## src/rtl/keypad_pkg.sv

```systemverilog
// Shared types, key map and snapshot helpers for the 4x4 hex keypad scanner.
`timescale 1ns/1ps
package keypad_pkg;

  typedef enum logic [1:0] {RELEASED, HELD, LOCKED} kp_state_t;

  // Indexed by {row, col}: entry 4*row+col. Row 0 is the top row of the pad.
  localparam logic [15:0][3:0] KEY_MAP = {
    4'hD, 4'hE, 4'hF, 4'h0,
    4'hC, 4'h9, 4'h8, 4'h7,
    4'hB, 4'h6, 4'h5, 4'h4,
    4'hA, 4'h3, 4'h2, 4'h1
  };

  function automatic logic is_onehot(input logic [15:0] v);
    return (v != 16'h0) && ((v & (v - 16'h1)) == 16'h0);
  endfunction

  function automatic logic [3:0] onehot_index(input logic [15:0] v);
    logic [3:0] idx;
    idx = 4'h0;
    for (int i = 0; i < 16; i++)
      if (v[i]) idx = 4'(i);
    return idx;
  endfunction

endpackage

```

## src/rtl/kp_debounce.sv

```systemverilog
// Frame-level debouncer: a 16-bit key snapshot must repeat DEB_FRAMES frames
// in a row before it is published as stable.
`timescale 1ns/1ps
module kp_debounce #(
  parameter int DEB_FRAMES = 4
) (
  input  logic        clk,
  input  logic        rstn,
  input  logic [15:0] raw,
  input  logic        frame_end,
  output logic [15:0] stable,
  output logic        stable_upd
);

  localparam int CW = $clog2(DEB_FRAMES + 1);
  localparam logic [CW-1:0] DEB_MAX = CW'(DEB_FRAMES);

  logic [15:0]   prev_raw_reg;
  logic [15:0]   stable_reg;
  logic [CW-1:0] same_cnt_reg, same_cnt_next;
  logic          upd_reg, upd_next;
  logic          same;

  assign same = (raw == prev_raw_reg);

  always_comb begin
    same_cnt_next = same_cnt_reg;
    upd_next      = 1'b0;
    if (frame_end) begin
      if (same)
        same_cnt_next = (same_cnt_reg == DEB_MAX) ? DEB_MAX : same_cnt_reg + CW'(1);
      else
        same_cnt_next = CW'(1);
      // Publish once per stable run, not on every saturated frame.
      upd_next = (same_cnt_next == DEB_MAX) && !(same && (same_cnt_reg == DEB_MAX));
    end
  end

  always_ff @(posedge clk) begin
    if (!rstn) begin
      prev_raw_reg <= '0;
      same_cnt_reg <= '0;
      stable_reg   <= '0;
      upd_reg      <= 1'b0;
    end else begin
      upd_reg <= upd_next;
      if (frame_end) begin
        prev_raw_reg <= raw;
        same_cnt_reg <= same_cnt_next;
      end
      if (upd_next)
        stable_reg <= raw;
    end
  end

  assign stable     = stable_reg;
  assign stable_upd = upd_reg;

endmodule

```

## src/rtl/hex_keypad.sv

```systemverilog
// 4x4 hex keypad scanner: row scan, column sync, debounce, press FSM and a
// 4-digit shift-in entry register feeding the display driver.
`timescale 1ns/1ps
module hex_keypad
  import keypad_pkg::*;
#(
  parameter int SCAN_DIV   = 50000,
  parameter int DEB_FRAMES = 4
) (
  input  logic        CLK,
  input  logic        RSTN,
  output logic [3:0]  KP_ROW,
  input  logic [3:0]  KP_COL,
  output logic        key_valid,
  output logic [3:0]  key_code,
  output logic        key_held,
  output logic [15:0] data
);

  localparam int SW = $clog2(SCAN_DIV);
  localparam logic [SW-1:0] SLOT_LAST = SW'(SCAN_DIV - 1);

  logic [3:0]    col_meta_reg, col_sync_reg;
  logic [SW-1:0] slot_reg;
  logic [1:0]    row_reg;
  logic [15:0]   raw_reg, raw_next;
  logic          capture, frame_end;

  logic [15:0]   stable;
  logic          stable_upd;

  kp_state_t     state_reg, state_next;
  logic          emit;
  logic [3:0]    hit_code;
  logic          key_valid_reg;
  logic [3:0]    key_code_reg;
  logic [15:0]   data_reg;

  genvar gi;
  generate
    for (gi = 0; gi < 4; gi++) begin : g_row
      assign KP_ROW[gi] = (row_reg != 2'(gi));
    end
  endgenerate

  assign capture   = (slot_reg == SLOT_LAST);
  assign frame_end = capture && (row_reg == 2'd3);

  // The debouncer sees the snapshot including the row captured this edge.
  always_comb begin
    raw_next = raw_reg;
    if (capture)
      raw_next[{row_reg, 2'b00} +: 4] = ~col_sync_reg;
  end

  always_ff @(posedge CLK) begin
    if (!RSTN) begin
      col_meta_reg <= 4'hF;
      col_sync_reg <= 4'hF;
      slot_reg     <= '0;
      row_reg      <= '0;
      raw_reg      <= '0;
    end else begin
      col_meta_reg <= KP_COL;
      col_sync_reg <= col_meta_reg;
      raw_reg      <= raw_next;
      if (capture) begin
        slot_reg <= '0;
        row_reg  <= row_reg + 2'd1;
      end else begin
        slot_reg <= slot_reg + SW'(1);
      end
    end
  end

  kp_debounce #(.DEB_FRAMES(DEB_FRAMES)) u_debounce (
    .clk        (CLK),
    .rstn       (RSTN),
    .raw        (raw_next),
    .frame_end  (frame_end),
    .stable     (stable),
    .stable_upd (stable_upd)
  );

  assign hit_code = KEY_MAP[onehot_index(stable)];

  always_comb begin
    state_next = state_reg;
    emit       = 1'b0;
    if (stable_upd) begin
      case (state_reg)
        RELEASED: begin
          if (is_onehot(stable)) begin
            emit       = 1'b1;
            state_next = HELD;
          end else if (stable != 16'h0) begin
            state_next = LOCKED;
          end
        end
        HELD, LOCKED: if (stable == 16'h0) state_next = RELEASED;
        default:      state_next = RELEASED;
      endcase
    end
  end

  always_ff @(posedge CLK) begin
    if (!RSTN) begin
      state_reg     <= RELEASED;
      key_valid_reg <= 1'b0;
      key_code_reg  <= 4'h0;
      data_reg      <= 16'h0000;
    end else begin
      state_reg     <= state_next;
      key_valid_reg <= emit;
      if (emit) begin
        key_code_reg <= hit_code;
        data_reg     <= {data_reg[11:0], hit_code};
      end
    end
  end

  assign key_valid = key_valid_reg;
  assign key_code  = key_code_reg;
  assign key_held  = (state_reg == HELD) || (state_reg == LOCKED);
  assign data      = data_reg;

endmodule

```

## config.mk

```make
export PLATFORM = sky130hd
export DESIGN_NAME = hex_keypad
export DESIGN_NICKNAME = d
export VERILOG_FILES = /design/src/rtl/keypad_pkg.sv /design/src/rtl/kp_debounce.sv /design/src/rtl/hex_keypad.sv
export SDC_FILE = /design/constraint.sdc
export NUM_CORES = 1
export LEC_CHECK = 0
export CAP_MARGIN = 0
export CORE_UTILIZATION = 40
export CTS_CLUSTER_SIZE = 25
export DETAILED_ROUTE_END_ITERATION = 10
export PLACE_DENSITY_LB_ADDON = 0.15
export SYNTH_ARGS = -nofsm -noshare
export SYNTH_HDL_FRONTEND = slang
export SYNTH_SLANG_ARGS = --single-unit
```

## constraint.sdc

```tcl
create_clock -name CLK -period 8.95 [get_ports CLK]
set_input_delay 1.79 -clock CLK [delete_from_list [all_inputs] [get_ports CLK]]
set_output_delay 1.79 -clock CLK [all_outputs]
set_load 0.01 [all_outputs]
```

### Word-level counts from Yosys, hierarchy flattened

Memory sizes are Yosys's and may differ from the RTL's.
Index checks and enable logic that the tools add are counted.
Widths: inputs -> output; s select.

* latch bits: 0
* memory bits (writable): 0
* output and inout port bits: 26
* bits in read-only memories: 64
* memories kept: 1
* input bits: 6
* register bits: 101

Memory list
* (name not given): depth 16, bits a word 4, read ports 1, clocked after memory_dff 0, write ports 0, RTL line hex_keypad.sv:85 `assign hit_code = KEY_MAP[onehot_index(stable)];`

* muxes and demuxes: 29
* divide/modulo/power cells: 0
* $add $sub $neg: 5
* multipliers: 0
* equality and inequality tests: 12
* bitwise logic cells: 3
* reduce and logical (&&, ||, !) cells: 14
* magnitude comparators: 1
* shifts and indexed selects: 2

Operator list (count)
* $mux 4: 15
* $logic_not 16->1: 2
* $add 16x1->16 const B: 1
* $and 16x16->16: 1
* $bwmux 16: 1
* $eq 16x16->1: 1
* $eq 16x16->1 const B: 1
* $mux 16: 1
* $reduce_bool 16->1: 1
* $shift 4x6->16 const A: 1
* $shiftx 4x6->16: 1
* $sub 16x1->16 const B: 1
* $mux 3: 3
* $eq 3x3->1 const B: 2
* $mux 2: 3
* $ne 2x2->1 const B: 3
* $neg 4->6: 1
* $lt 4x5->1 const B: 1
* $mux 1: 5
* $eq 2x2->1 const B: 2
* $logic_and 1x1->1: 4
* $not 4->4: 1
* $pmux 2 s2: 1
* $reduce_or 2->1: 2
* other kinds (11): 11

### Depth between registers and ports, before layout

* word-level depth: 17
* depth in mapped cells: 14
* depth with buffers taken out: 14

### Modules after synthesis

Synthesis repeated with hierarchy kept, for this count alone.

* cell total of the unflattened synthesis: 505
* area, all modules: 4566.9 um^2

By module, submodules not included
* hex_keypad: area each 2985.4 um^2, cells each 338, instances 1, sequential area each 1221.2 um^2
* kp_debounce: area each 1581.5 um^2, cells each 167, instances 1, sequential area each 720.7 um^2

### Worst setup path after synthesis

OpenSTA, ideal clock, no wires.

* kind: reg2reg
* from: register row_reg[0]
* to: register u_debounce.stable_reg[10], in the netlist u_debounce.stable[10]
* path slack: 5.120 ns
* period minus slack after synthesis: 3.830 ns
* data arrival time: 3.709 ns
* stages on the path, launching flop included: 14
* required time: 8.829 ns
* path through: dfxtp_1 > clkbuf_1 > inv_1 > ha_1 > or4b_1 > clkbuf_1 > nor2_1 > mux2i_1 > a221o_1 > or4_1 > a2111o_4 > nor2_8 > buf_12 > mux2_4

* cells in the longest elaborated chain, start to end: 10
* elaborated cells between the ends (all ways): 15
* classes of those cells: add/sub (1); eq/ne (3); shift (2); mux (5); reduce/logical (4)

Ends and longest elaborated chain
* from (decl): RTL line hex_keypad.sv:25 `logic [1:0] row_reg;`
* from (signal assigned): RTL line hex_keypad.sv:69 `row_reg <= row_reg + 2'd1;`
* $neg 4->6: RTL line hex_keypad.sv:53 `raw_next[{row_reg, 2'b00} +: 4] = ~col_sync_reg;`
* $shiftx 4x6->16 / $shift 4x6->16 (equally long branches): RTL line hex_keypad.sv:53
* $bwmux 16: RTL line hex_keypad.sv:53
* $mux 16: RTL line hex_keypad.sv:52 `if (capture)`
* $eq 16x16->1: RTL line kp_debounce.sv:24 `assign same = (raw == prev_raw_reg);`
* $mux 3: RTL line kp_debounce.sv:30 `if (same)`
* $mux 3: RTL line kp_debounce.sv:29 `if (frame_end) begin`
* $eq 3x3->1: RTL line kp_debounce.sv:35 `upd_next = (same_cnt_next == DEB_MAX) && !(same && (same_cnt_reg == DEB_MAX));`
* $logic_and 1x1->1: RTL line kp_debounce.sv:35
* $mux 1: RTL line kp_debounce.sv:29
* to (signal assigned): RTL line kp_debounce.sv:52 `stable_reg <= raw;`
* to (decl): RTL line kp_debounce.sv:19 `logic [15:0] stable_reg;`

Parallel ways exist; a longest one is shown, timed or not. The select of a mux whose other input is x is not followed.
A chain may end at the register's enable or synchronous reset.

### Worst setup path after layout

* from: register row_reg[0]
* to: register u_debounce.stable_reg[4], in the netlist u_debounce.stable[4]

Same word-level chain as after synthesis.

==> results.sh <==
export IMPL_avgViaCountPerCell=5.50
export IMPL_wl_mm=11.0
export IMPL_dp_hpwl_mm=7.80
export IMPL_vias=4063
export IMPL_pin_count=32
export IMPL_drt_iter0_drc=235
export IMPL_io_buffers=31
export IMPL_slew_headroom=0.319
export IMPL_grt_ovfl_total=0
export IMPL_slew_violations=0
export IMPL_drive_above_1_share=0.0743
export IMPL_die_area_mm2=0.0128
export IMPL_grt_pass1_wl_mm=18.5
export IMPL_track_usage=0.180
export IMPL_insertion_delay_ns=0.34
export IMPL_syn_mean_instance_area_um2=8.49
export IMPL_initial_core_util=0.411
export IMPL_run_status="completed"
export IMPL_yosysSeqAreaShare=0.394
export IMPL_ys_ff_latch=97
export IMPL_powerDensity_mw_per_mm2=159
export IMPL_postCtsResizedCells=0
export IMPL_multi_input_area_mm2=0.00270
export IMPL_num_fill_cells=1181
export IMPL_die_width_um=113
export IMPL_holdPathStages=1
export IMPL_synth_ff_type="dfxtp_1"
export IMPL_r2r_setup_slack_ns=4.54
export IMPL_worst_path_max_fanout=16
export IMPL_synth_nets=600
export IMPL_cts_root_buf="clkbuf_16"
export IMPL_final_nets=607
export IMPL_die_height_um=113
export IMPL_core_mm2=0.0120
export IMPL_cts_tree="done"
export IMPL_cts_buffers_inserted=9
export IMPL_p_total_w=0.000889
export IMPL_syn_to_final_growth_pct=13.3
export IMPL_routedWlPerCell_um=15.0
export IMPL_rsz0062_at_grt="no"
export IMPL_worst_pin_slew_ns=1.02
export IMPL_hold_buffers=0
export IMPL_ctsLongestPathBuffers=2
export IMPL_worst_hold_startpoint="col_meta_reg[2]"
export IMPL_cts_clk_slew_worst_paths_ns=0.07
export IMPL_clock_skew_ns=0.00770
export IMPL_synth_cell_types=65
export IMPL_synth_area_mm2=0.00493
export IMPL_rr_worst_depth=10
export IMPL_synthArstFlopShare=0
export IMPL_pre_cts_slack_ns=4.61
export IMPL_fin_tns_setup_ns=0
export IMPL_path_class="flip-flop to flip-flop"
export IMPL_drc=0
export IMPL_synthCells=581
export IMPL_ant_nets=0
export IMPL_place_gp_congestion=0.870
export IMPL_grt_pass1_vias=3855
export IMPL_antenna_found_initial=1
export IMPL_cellLeakagePower_nw=2.02
export IMPL_timing_rr_end="u_debounce.stable[4]"
export IMPL_startpoint_type="flip-flop"
export IMPL_n_antenna_cell=0
export IMPL_max_freq_ghz=0.227
export IMPL_synth_edff_count=0
export IMPL_rows=40
export IMPL_regArea_mm2=0.00194
export IMPL_first_pass_iters=4
export IMPL_final_setup_viol_count=0
export IMPL_reg2reg_from="row_reg[0]"
export IMPL_ctsHtreeMaxLevel=3
export IMPL_post_cts_buffers=0
export IMPL_hold_viol=0
export IMPL_whs_endpoint="col_sync_reg[2]"
export IMPL_min_period_over_period=0.492
export IMPL_arrival_ns=4.63
export IMPL_yosys_warnings=0
export IMPL_cts_sinks=97
export IMPL_grt_start_max_net_pins=63
export IMPL_finalCriticalPeriod_ns=4.41
export IMPL_cp_end_kind="flip-flop"
export IMPL_crit_required_ns=9.18
export IMPL_worst_slack_ns=4.54
export IMPL_cap_viol_max_count=0
export IMPL_ir_drop_uv=109
export IMPL_hold_class="flip-flop to flip-flop"
## per-layer routing
metal / vias to the layer above / part of all wire / track usage
li1: 2056 / - / -
met1: 1928 / 0.48 / 0.234
met2: 61 / 0.47 / 0.295
met3: 16 / 0.034 / 0.0396
met4: 2 / 0.015 / 0.0640
met5: - / 0.0011 / 0
## layout by cell type (no fill, tap or decap), types with 3 or more instances in the layout
| master | count |
|---|---|
| buf_4 | 3 |
| mux2_2 | 9 |
| o41ai_1 | 3 |
| nor2b_1 | 4 |
| nor3b_1 | 3 |
| dfxtp_1 | 97 |
| o211ai_1 | 3 |
| xnor2_1 | 15 |
| inv_1 | 27 |
| a211o_1 | 3 |
| nand2_1 | 43 |
| nor2_1 | 74 |
| nand2b_1 | 11 |
| and3_1 | 5 |
| a21oi_1 | 31 |
| o31ai_1 | 3 |
| a211oi_1 | 15 |
| and2_1 | 11 |
| clkbuf_16 | 9 |
| xor2_1 | 9 |
| nand3_1 | 27 |
| o21ba_2 | 3 |
| o21bai_1 | 4 |
| or3_1 | 8 |
| mux2i_1 | 12 |
| nor4_1 | 10 |
| or4_1 | 8 |
| mux2_4 | 6 |
| o31a_1 | 3 |
| nand4_1 | 9 |
| nor3_1 | 15 |
| ha_1 | 13 |
| clkdlybuf4s50_1 | 30 |
| o21ai_0 | 24 |
| bufinv_16 | 3 |
## power by group
part	switching, W	leakage (nW)	internal (W)
registers	0.00000338	0.783	0.000434
clock network	0.000163	0.163	0.000272
logic	0.0000103	1.07	0.00000554
## kinds of logic after synthesis
| kind of cell | count (synthesis) | share of synthesized area |
|---|---|---|
| AND/OR/NAND/NOR | 244 | 0.257 |
| multiplexers | 27 | 0.0632 |
| AO/OA/AOI/OAI | 109 | 0.148 |
| XOR/XNOR | 24 | 0.0426 |
| buffers and inverters | 65 | 0.0583 |
| adder cells (fa/ha/maj) | 15 | 0.0370 |
| flip-flops | 97 | 0.394 |
## worst max path at each step
stage | from | end | slack [ns] | cells after the start
after floorplan | row_reg[0] | u_debounce.stable[10] | 5.12 | 13
after global placement | row_reg[0] | u_debounce.stable[3] | 4.79 | 10
after detailed placement | row_reg[0] | u_debounce.stable[4] | 4.61 | 10
after CTS | row_reg[0] | u_debounce.stable[4] | 4.56 | 10
after global routing | row_reg[0] | u_debounce.stable[3] | 4.33 | 10
final | row_reg[0] | u_debounce.stable[4] | 4.54 | 10
## worst max-delay path: stages (launching register included)
cell and delay [ns]:
dfxtp_1 0.56, inv_1 0.17, ha_1 0.57, or4b_1 0.63, nor2_1 0.14, mux2i_1 0.13
a221o_1 0.40, or4_1 0.59, a2111o_4 0.42, nor2_8 0.30, mux2_2 0.38
## layout make-up
cell class | count | area share
timing repair buffer | 34 | 0.0586
sequential | 97 | 0.347
multi-input combinational | 419 | 0.483
inverter | 27 | 0.0181
clock inverter | 5 | 0.0186
clock buffer | 10 | 0.0410
tap | 147 | 0.0329
## synth_stat cells (8+ instances only)
| library cell | n | share of area |
|---|---|---|
| or3_1 | 8 | 0.010 |
| nor3_1 | 15 | 0.015 |
| nand2_1 | 43 | 0.033 |
| nor2_1 | 74 | 0.056 |
| or4_1 | 8 | 0.012 |
| mux2i_1 | 12 | 0.024 |
| nand4_1 | 9 | 0.011 |
| inv_1 | 27 | 0.021 |
| ha_1 | 13 | 0.033 |
| a21oi_1 | 31 | 0.031 |
| nand3_1 | 27 | 0.027 |
| and2_1 | 11 | 0.014 |
| xnor2_1 | 15 | 0.027 |
| o21ai_0 | 24 | 0.024 |
| a211oi_1 | 15 | 0.023 |
| xor2_1 | 9 | 0.016 |
| nand2b_1 | 11 | 0.014 |
| nor4_1 | 10 | 0.013 |
| mux2_2 | 9 | 0.021 |
| dfxtp_1 | 97 | 0.39 |
| clkbuf_1 | 26 | 0.020 |
## metrics by stage
step	area, um2	util	std cells	hold slack [ns]
floorplan	4930	-	581	0.386
global placement	5260	0.438	724	0.395
detailed placement	5260	0.438	724	0.393
CTS	5590	0.465	739	0.408
global route	5590	0.465	739	0.435
finish	5590	0.465	739	0.408
Power figures use the tool's default switching activity.
